File: config.mk
export PLATFORM = sky130hd
export DESIGN_NAME = fp_mul_pipe_flat
export DESIGN_NICKNAME = d
export VERILOG_FILES = /design/src/rtl/fp_mul_pipe_if.sv /design/src/rtl/fp_mul_pipe.sv /design/src/flat_wrapper.sv
export SDC_FILE = /design/constraint.sdc
export NUM_CORES = 2
export LEC_CHECK = 0
export ABC_CLOCK_PERIOD_IN_PS = 3640
export BUFFER_PORTS_ARGS = -buffer_cell sky130_fd_sc_hd__buf_4
export CORE_MARGIN = 5
export CORE_UTILIZATION = 59
export CTS_CLUSTER_DIAMETER = 80
export DETAILED_ROUTE_END_ITERATION = 10
export PLACE_DENSITY = 0.8
export SLEW_MARGIN = 20
export SYNTH_ARGS = -nofsm -noshare
export SYNTH_HDL_FRONTEND = slang
export SYNTH_SLANG_ARGS = --single-unit
File: constraint.sdc
create_clock -name clk -period 3.64 [get_ports clk]
set_input_delay 0.364 -clock clk [delete_from_list [all_inputs] [get_ports clk]]
set_output_delay 0.364 -clock clk [all_outputs]
set_load 0.02 [all_outputs]
File: src/rtl/fp_mul_pipe_if.sv
// Operand/result handshake bundle for the pipelined floating-point multiplier.
// master drives operands and out_ready; slave (the multiplier) drives results and in_ready.
interface fp_mul_pipe_if #(
  parameter int unsigned EXP_W = 8,
  parameter int unsigned MAN_W = 23
);
  localparam int unsigned W = 1 + EXP_W + MAN_W;

  logic         in_valid;
  logic         in_ready;
  logic [W-1:0] a;
  logic [W-1:0] b;
  logic         rnd_mode;
  logic         out_valid;
  logic         out_ready;
  logic [W-1:0] p;
  logic         ovf;
  logic         unf;
  logic         inv;
  logic         ex;

  modport master (
    output in_valid, a, b, rnd_mode, out_ready,
    input  in_ready, out_valid, p, ovf, unf, inv, ex
  );

  modport slave (
    input  in_valid, a, b, rnd_mode, out_ready,
    output in_ready, out_valid, p, ovf, unf, inv, ex
  );
endinterface

File: src/rtl/fp_mul_pipe.sv
// Three-stage IEEE-754 multiplier (unpack, normalise/round, pack) with a
// single global advance enable so a stalled output freezes the whole pipe.
module fp_mul_pipe #(
  parameter int unsigned EXP_W = 8,
  parameter int unsigned MAN_W = 23
) (
  input  logic          clk,
  input  logic          rst_n,
  fp_mul_pipe_if.slave  bus
);
  localparam int unsigned W       = 1 + EXP_W + MAN_W;
  localparam int unsigned SIG_W   = MAN_W + 1;
  localparam int unsigned PROD_W  = 2 * MAN_W + 2;
  localparam int unsigned XW      = EXP_W + 2;
  localparam int unsigned BIAS    = 2 ** (EXP_W - 1) - 1;
  localparam int unsigned EXP_MAX = 2 ** EXP_W - 1;

  typedef struct packed {
    logic              sign;
    logic              inv;
    logic              inf;
    logic              zero;
    logic              rnd;
    logic [XW-1:0]     exp;
    logic [PROD_W-1:0] prod;
  } s1_t;

  typedef struct packed {
    logic             sign;
    logic             inv;
    logic             inf;
    logic             zero;
    logic [XW-1:0]    exp;
    logic [MAN_W-1:0] frac;
  } s2_t;

  logic         adv_c;
  logic         v1_q, v2_q, v3_q;
  s1_t          s1_d, s1_q;
  s2_t          s2_d, s2_q;
  logic [W-1:0] p_d, p_q;
  logic         ovf_d, unf_d, inv_d;
  logic         ovf_q, unf_q, inv_q, ex_q;

  assign adv_c         = bus.out_ready | ~v3_q;
  assign bus.in_ready  = adv_c;
  assign bus.out_valid = v3_q;
  assign bus.p         = p_q;
  assign bus.ovf       = ovf_q;
  assign bus.unf       = unf_q;
  assign bus.inv       = inv_q;
  assign bus.ex        = ex_q;

  // Stage 1: classify operands, biased exponent sum, full significand product.
  logic [EXP_W-1:0] ea, eb;
  logic [MAN_W-1:0] fa, fb;
  logic             a_zero, a_inf, a_nan, b_zero, b_inf, b_nan;

  always_comb begin
    ea     = bus.a[W-2 -: EXP_W];
    eb     = bus.b[W-2 -: EXP_W];
    fa     = bus.a[MAN_W-1:0];
    fb     = bus.b[MAN_W-1:0];
    a_zero = (ea == '0);
    b_zero = (eb == '0);
    a_inf  = (&ea) && (fa == '0);
    b_inf  = (&eb) && (fb == '0);
    a_nan  = (&ea) && (fa != '0);
    b_nan  = (&eb) && (fb != '0);

    s1_d      = '0;
    s1_d.sign = bus.a[W-1] ^ bus.b[W-1];
    s1_d.inv  = a_nan | b_nan | (a_inf & b_zero) | (b_inf & a_zero);
    s1_d.inf  = a_inf | b_inf;
    s1_d.zero = a_zero | b_zero;
    s1_d.rnd  = bus.rnd_mode;
    s1_d.exp  = XW'(ea) + XW'(eb) - XW'(BIAS);
    s1_d.prod = PROD_W'({1'b1, fa}) * PROD_W'({1'b1, fb});
  end

  // Stage 2: left-justify the product, then round on guard/sticky.
  logic [PROD_W-1:0] norm;
  logic [SIG_W-1:0]  sig;
  logic              guard, sticky, inc;
  logic [SIG_W:0]    sig_r;

  always_comb begin
    norm   = s1_q.prod[PROD_W-1] ? s1_q.prod : (s1_q.prod << 1);
    sig    = norm[PROD_W-1 -: SIG_W];
    guard  = norm[MAN_W];
    sticky = |norm[MAN_W-1:0];
    inc    = ~s1_q.rnd & guard & (sticky | sig[0]);
    sig_r  = {1'b0, sig} + (SIG_W + 1)'(inc);

    s2_d      = '0;
    s2_d.sign = s1_q.sign;
    s2_d.inv  = s1_q.inv;
    s2_d.inf  = s1_q.inf;
    s2_d.zero = s1_q.zero;
    s2_d.exp  = s1_q.exp + XW'(s1_q.prod[PROD_W-1]) + XW'(sig_r[SIG_W]);
    // A rounding carry-out leaves 1.000..0, so the stored fraction is zero.
    s2_d.frac = sig_r[SIG_W] ? '0 : sig_r[MAN_W-1:0];
  end

  // Stage 3: special cases in priority order, then range check and pack.
  logic exp_hi, exp_lo;

  always_comb begin
    p_d    = '0;
    ovf_d  = 1'b0;
    unf_d  = 1'b0;
    inv_d  = 1'b0;
    exp_hi = ~s2_q.exp[XW-1] && (s2_q.exp >= XW'(EXP_MAX));
    exp_lo = s2_q.exp[XW-1] || (s2_q.exp == '0);

    if (s2_q.inv) begin
      p_d   = {1'b0, {EXP_W{1'b1}}, 1'b1, (MAN_W - 1)'(0)};
      inv_d = 1'b1;
    end else if (s2_q.inf) begin
      p_d = {s2_q.sign, {EXP_W{1'b1}}, MAN_W'(0)};
    end else if (s2_q.zero) begin
      p_d = {s2_q.sign, (W - 1)'(0)};
    end else if (exp_hi) begin
      p_d   = {s2_q.sign, {EXP_W{1'b1}}, MAN_W'(0)};
      ovf_d = 1'b1;
    end else if (exp_lo) begin
      p_d   = {s2_q.sign, (W - 1)'(0)};
      unf_d = 1'b1;
    end else begin
      p_d = {s2_q.sign, s2_q.exp[EXP_W-1:0], s2_q.frac};
    end
  end

  // Pipeline registers: everything moves together on adv, holds otherwise.
  always_ff @(posedge clk or negedge rst_n) begin
    if (!rst_n) begin
      v1_q  <= 1'b0;
      v2_q  <= 1'b0;
      v3_q  <= 1'b0;
      s1_q  <= '0;
      s2_q  <= '0;
      p_q   <= '0;
      ovf_q <= 1'b0;
      unf_q <= 1'b0;
      inv_q <= 1'b0;
      ex_q  <= 1'b0;
    end else if (adv_c) begin
      v1_q  <= bus.in_valid;
      v2_q  <= v1_q;
      v3_q  <= v2_q;
      s1_q  <= s1_d;
      s2_q  <= s2_d;
      p_q   <= p_d;
      ovf_q <= ovf_d;
      unf_q <= unf_d;
      inv_q <= inv_d;
      ex_q  <= ovf_d | unf_d | inv_d;
    end
  end
endmodule
File: src/flat_wrapper.sv
// flat-port wrapper written by rule: the top's interface ports become plain ports
module fp_mul_pipe_flat 
#(
  parameter int unsigned EXP_W = 8,
  parameter int unsigned MAN_W = 23
)
  (clk, rst_n, bus_in_valid, bus_a, bus_b, bus_rnd_mode, bus_out_ready, bus_in_ready, bus_out_valid, bus_p, bus_ovf, bus_unf, bus_inv, bus_ex);
  fp_mul_pipe_if #(.EXP_W(EXP_W), .MAN_W(MAN_W)) bus_i ();
  input  logic clk;
  input  logic rst_n;
  input wire logic [$bits(bus_i.in_valid)-1:0] bus_in_valid;
  input wire logic [$bits(bus_i.a)-1:0] bus_a;
  input wire logic [$bits(bus_i.b)-1:0] bus_b;
  input wire logic [$bits(bus_i.rnd_mode)-1:0] bus_rnd_mode;
  input wire logic [$bits(bus_i.out_ready)-1:0] bus_out_ready;
  output wire logic [$bits(bus_i.in_ready)-1:0] bus_in_ready;
  output wire logic [$bits(bus_i.out_valid)-1:0] bus_out_valid;
  output wire logic [$bits(bus_i.p)-1:0] bus_p;
  output wire logic [$bits(bus_i.ovf)-1:0] bus_ovf;
  output wire logic [$bits(bus_i.unf)-1:0] bus_unf;
  output wire logic [$bits(bus_i.inv)-1:0] bus_inv;
  output wire logic [$bits(bus_i.ex)-1:0] bus_ex;
  assign bus_i.in_valid = bus_in_valid;
  assign bus_i.a = bus_a;
  assign bus_i.b = bus_b;
  assign bus_i.rnd_mode = bus_rnd_mode;
  assign bus_i.out_ready = bus_out_ready;
  assign bus_in_ready = bus_i.in_ready;
  assign bus_out_valid = bus_i.out_valid;
  assign bus_p = bus_i.p;
  assign bus_ovf = bus_i.ovf;
  assign bus_unf = bus_i.unf;
  assign bus_inv = bus_i.inv;
  assign bus_ex = bus_i.ex;
  fp_mul_pipe #(.EXP_W(EXP_W), .MAN_W(MAN_W)) u_core (.clk(clk), .rst_n(rst_n), .bus(bus_i));
endmodule
## After elaboration in Yosys (flattened, before gate mapping)

Index checks and enable logic that the tools add are counted.

| word-level totals | value |
|---|---|
| memories kept | 0 |
| latch bits | 0 |
| flip-flop bits (word level) | 139 |
| word-level logic and storage cells | 78 |
| bits in writable memories | 0 |
| bits in read-only memories | 0 |

| cells by class | value |
|---|---|
| shifts and indexed selects | 0 |
| equal/unequal tests | 0 |
| reduce and logical (&&, ||, !) cells | 16 |
| multiplexer cells | 17 |
| order comparisons | 1 |
| div/mod/pow operators | 0 |
| $add $sub $neg | 5 |
| bitwise gates (word level) | 17 |
| multiply operators | 1 |

Operator list:

| cell | count |
|---|---|
| $mux 31 | 4 |
| $mul 24x24->48 | 1 |
| $mux 48 | 1 |
| $logic_not 23->1 | 2 |
| $reduce_bool 23->1 | 2 |
| $mux 32 | 1 |
| $add 24x1->25 | 1 |
| $mux 23 | 1 |
| $reduce_or 23->1 | 1 |
| $add 10x1->10 | 2 |
| $logic_not 8->1 | 2 |
| $reduce_and 8->1 | 2 |
| $ge 10x8->1 const B | 1 |
| $logic_not 10->1 | 1 |
| $mux 1 | 10 |
| $sub 10x7->10 const B | 1 |
| $add 8x8->9 | 1 |
| $or 1x1->1 | 9 |
| $logic_and 1x1->1 | 5 |
| $and 1x1->1 | 4 |
| $not 1->1 | 3 |
| $logic_or 1x1->1 | 1 |
| $xor 1x1->1 | 1 |

## Logic depth before layout (Yosys ltp)

| logic depth | value |
|---|---|
| depth after elaboration | 9 |
| mapped depth | 26 |

## Worst setup path before layout

Ideal clock, no wire load.

| timing path | value |
|---|---|
| path type | input to register |
| start | in bus_b[12] |
| end | reg u_core.s1_q[40] (netlist bit) |
| setup time | 0.125 ns |
| buffers on the path | 3 |
| arrival time | 6.215 ns |
| stages on the path | 25 |
| setup slack | -2.700 ns |
| data required time | 3.515 ns |
| cell sequence | clkbuf_1 -> clkbuf_1 -> nand2_1 -> fa_1 -> inv_1 -> fa_1 -> inv_1 -> fa_1 -> fa_1 -> inv_1 -> fa_1 -> fa_1 -> inv_1 -> fa_1 -> inv_1 -> ha_1 -> clkbuf_1 -> nand2_1 -> o21ai_0 -> a31oi_1 -> o21bai_1 -> a311oi_1 -> nand2_1 -> xor2_1 -> mux2_2 |

| on the way | value |
|---|---|
| cells in the longest elaborated chain, start to end | 1 |

RTL lines:

| element | RTL line | RTL |
|---|---|---|
| start: declaration | flat_wrapper.sv:13 | `input wire logic [$bits(bus_i.b)-1:0] bus_b;` |
| $mul 24x24->48 | fp_mul_pipe.sv:78 | `s1_d.prod = PROD_W'({1'b1, fa}) * PROD_W'({1'b1, fb});` |
| end signal: assignment | fp_mul_pipe.sv:140 | `s1_q <= '0;` |
| end signal: assignment | fp_mul_pipe.sv:151 | `s1_q <= s1_d;` |
| end: declaration | fp_mul_pipe.sv:39 | `s1_t s1_d, s1_q;` |

Every way passes these cells.
A chain may end at the register's enable or synchronous reset.

## Worst setup path after layout

| timing path | value |
|---|---|
| start | in bus_b[3] |
| end | reg u_core.s1_q[36] (netlist bit) |

Same word-level chain as after synthesis.

==> key figures <==
Run status
  • Status: finished with violations
  • Failing checks: setup timing

Drt
  • DR DRC count: 0
  • WL/cell: 20.4 um
  • Antenna-violating nets left: 0
  • DR iter-0 viols: 1833
  • DRT Wirelength: 79100 um
  • Vias per Instance: 5.68
  • Vias after detailed routing: 22100
  • Initial DRT Pass Iterations: 5

Timing
  • Smallest hold slack: 0.176 ns
  • Relative slew slack: 42.9%
  • Fin crit share: 161%
  • RSZ-0062 raised after global routing: yes
  • Min Tclk post-route: 5.87 ns
  • Fin. Hold Viols: 0
  • Final worst slack: -2.23 ns
  • Fmax: 170 MHz
  • Setup TNS: -77.17 ns
  • Final-report setup violation count: 41
  • Least-Margin Pin Slew: 0.850 ns
  • Layout Skew: 0.0106 ns
  • Max Slew Vio Count: 0

Finish
  • Multi-input combinational cell area: 21200 um2
  • Area delta synth->final: 27.7%
  • Final #Nets: 4017
  • Layout cells sized above 1: 26.7%
  • Non-filler cells, final: 3880
  • Most common cell after layout, fill and taps aside: inv_1
  • Sequential cell area: 3480 um2
  • Most frequent cells in the layout: inv_1 (522), fa_1 (449), nand2_1 (399), buf_4 (349), and2_1 (204)
  • Number of fill cells: 2846

Synthesis
  • Post-Syn Nets: 3667
  • #FFs+latches synth: 139
  • Compound-Gate Fraction of Synth Area: 8.20%
  • Synthesized cell area: 25800 um2
  • Synth Warn #: 0
  • Sequential area share after synthesis: 13.5%
  • Largest family of logic cells by synthesized area: adder cells
  • Most used DFF post-synth: dfrtp_1
  • Async SR Flop Fraction: 100%
  • Post-synthesis mux area share: 0.673%
  • Synthesized area per cell: 8.82 um2
  • Xor/xnor share of the synthesized area: 2.64%
  • Gate Count Post-Synth: 2930
  • Post-synth EDFFs: 0
  • Yosys cell types: 73
  • Adder-cell share of the synthesized area: 46.4%
  • Simple-gate share of the synthesized area: 17.7%

Global route
  • GRT Overall Usage: 32.6%
  • GRT overflow: 0
  • Vias in the first global route: 23600
  • Initial antenna violation count: 1
  • Met3 usage: 6.91%
  • Largest net degree at the start of global routing: 75
  • Gr busiest metal: met2
  • Met2 usage: 53.6%
  • First-pass GRT wire length: 124000 um
  • Grt met1 use: 43.2%

Floorplan
  • Core box area: 43200 um2
  • Die Span Y: 219 um
  • Die span in x: 219 um
  • Starting density of the core: 59.8%
  • DIE AREA: 48100 um2
  • Row count: 76
  • I/O Pins: 107

Worst hold path
  • Hold EP: u_core.v1_q
  • Worst hold path type: in -> reg
  • Hold path start: bus_in_valid
  • Hold Crit Depth: 3

Clock tree
  • TritonCTS Buffers: 17
  • TritonCTS Sinks: 139
  • TritonCTS clock tree: built
  • Clk root buf: clkbuf_16
  • CTS clk-pin slew, worst paths: 0.06 ns
  • Latest clock arrival within the worst-skew pair: 0.42 ns
  • H-tree Lvls: 4
  • Maximum root-to-sink buffer count: 2

Worst setup path
  • R2r startpoint: u_core.s1_q[47]
  • Crit Path Category: in -> reg
  • CP max FO: 8
  • CP Launch Type: input port
  • Worst Setup End Kind: register
  • Worst EP arrival: 6.18 ns
  • Worst R2R Setup Slack: 0.19 ns
  • R2r worst-path depth: 14
  • Worst r2r dst: u_core.s2_q[27]
  • Crit path required time: 3.95 ns

Placement
  • HPWL Detailed: 60000 um
  • Final GP Congestion: 1.00
  • Port Buffers: 106
  • Total placed cells including tap cells: 3782

Run
  • Maxcap violations: 0
[sequential cells by signal, indices dropped and copies added (netlist names)]
signal and count:
u_core.v2_q 1, u_core.bus.unf 1, u_core.bus.inv 1, u_core.bus.ovf 1, u_core.s1_q 63, u_core.bus.out_valid 1
u_core.v1_q 1, u_core.bus.ex 1, u_core.s2_q 37, u_core.bus.p 32
[metrics by stage]
stage,instance area (um2),util (%),setup slack [ns]
global route,33000,76.4,-2.38
floorplan,26900,-,-2.37
finish,33000,76.4,-2.23
detailed placement,29800,69.0,-2.92
CTS,32000,74.2,-2.20
global placement,29800,69.0,-2.81
[critical path, stage by stage]
cell     delay [ns]
buf_16         0.13
buf_12         0.14
nand2_1        0.08
fa_1           0.54
inv_1          0.05
fa_1           0.45
inv_2          0.10
fa_2           0.44
fa_1           0.44
inv_1          0.10
fa_1           0.45
fa_1           0.55
inv_1          0.06
fa_1           0.50
inv_1          0.07
ha_4           0.29
and4_4         0.22
nor2b_4        0.15
nand3_2        0.10
o22ai_4        0.27
o21a_4         0.22
a21oi_4        0.06
xnor2_2        0.14
mux2_4         0.26
[logic make-up (layout without fill, tap and decap cells)]
kind of cell,after synthesis,count (layout)
AND/OR/NAND/NOR,951,951
buffers and inverters,747,1110
adder cells (fa/ha/maj),668,668
AO/OA/AOI/OAI,330,330
flip-flops,139,139
XOR/XNOR,78,78
multiplexers,17,17
other,0,2
[worst max path at each step]
stage               from               to  slack [ns]  cells after the start
6_report        bus_b[3]  u_core.s1_q[36]       -2.23                     24
5_1_grt         bus_b[3]  u_core.s1_q[47]       -2.38                     25
2_1_floorplan  bus_b[12]  u_core.s1_q[40]       -2.37                     25
4_1_cts         bus_a[5]  u_core.s1_q[33]       -2.20                     27
3_5_place_dp   bus_a[10]  u_core.s1_q[45]       -2.92                     23
3_3_place_gp   bus_a[11]  u_core.s1_q[36]       -2.81                     22
[cell usage after synthesis (21+ instances only)]
cell	number	share of area, %
a21o_1	24	0.70
a21oi_1	104	2.0
a22o_1	27	0.92
and2_1	247	6.0
clkbuf_1	140	2.0
dfrtp_1	139	13
fa_1	484	38
ha_1	184	8.9
inv_1	588	8.5
nand2_1	429	6.2
nand3_1	26	0.50
nand4_1	24	0.58
nor2_1	135	2.0
nor4_1	21	0.51
o21ai_0	83	1.6
xnor2_1	51	1.7
xor2_1	27	0.92
[cell type report]
class                      count  area share, %
antenna                        2         0.0152
clock buffer                  19           1.31
clock inverter                13          0.648
inverter                     593           6.91
multi-input combinational   2044           64.4
sequential                   139           10.5
tap                          585           2.22
timing repair buffer         485           14.0
[repair_timing]
| item | CTS | global route |
|---|---|---|
| endpoints found under the hold margin | 46 | 0 |
| gates cloned | 5 | 3 |
| setup buffers | 40 | 21 |
| gates resized for setup | 281 | 192 |
| pin swaps | 137 | 109 |
| hold buffers | 1 | 0 |
| setup endpoints to repair | 42 | 48 |
[per-layer routing]
metal,vias up,part of all wire [%]
met5,-,0
met4,0,4.2
met3,237,9.0
met2,1145,47
met1,11000,39
li1,9662,-
Power is not shown: default switching activity piles up to over one toggle a cycle in this logic, so the estimate is an artifact.
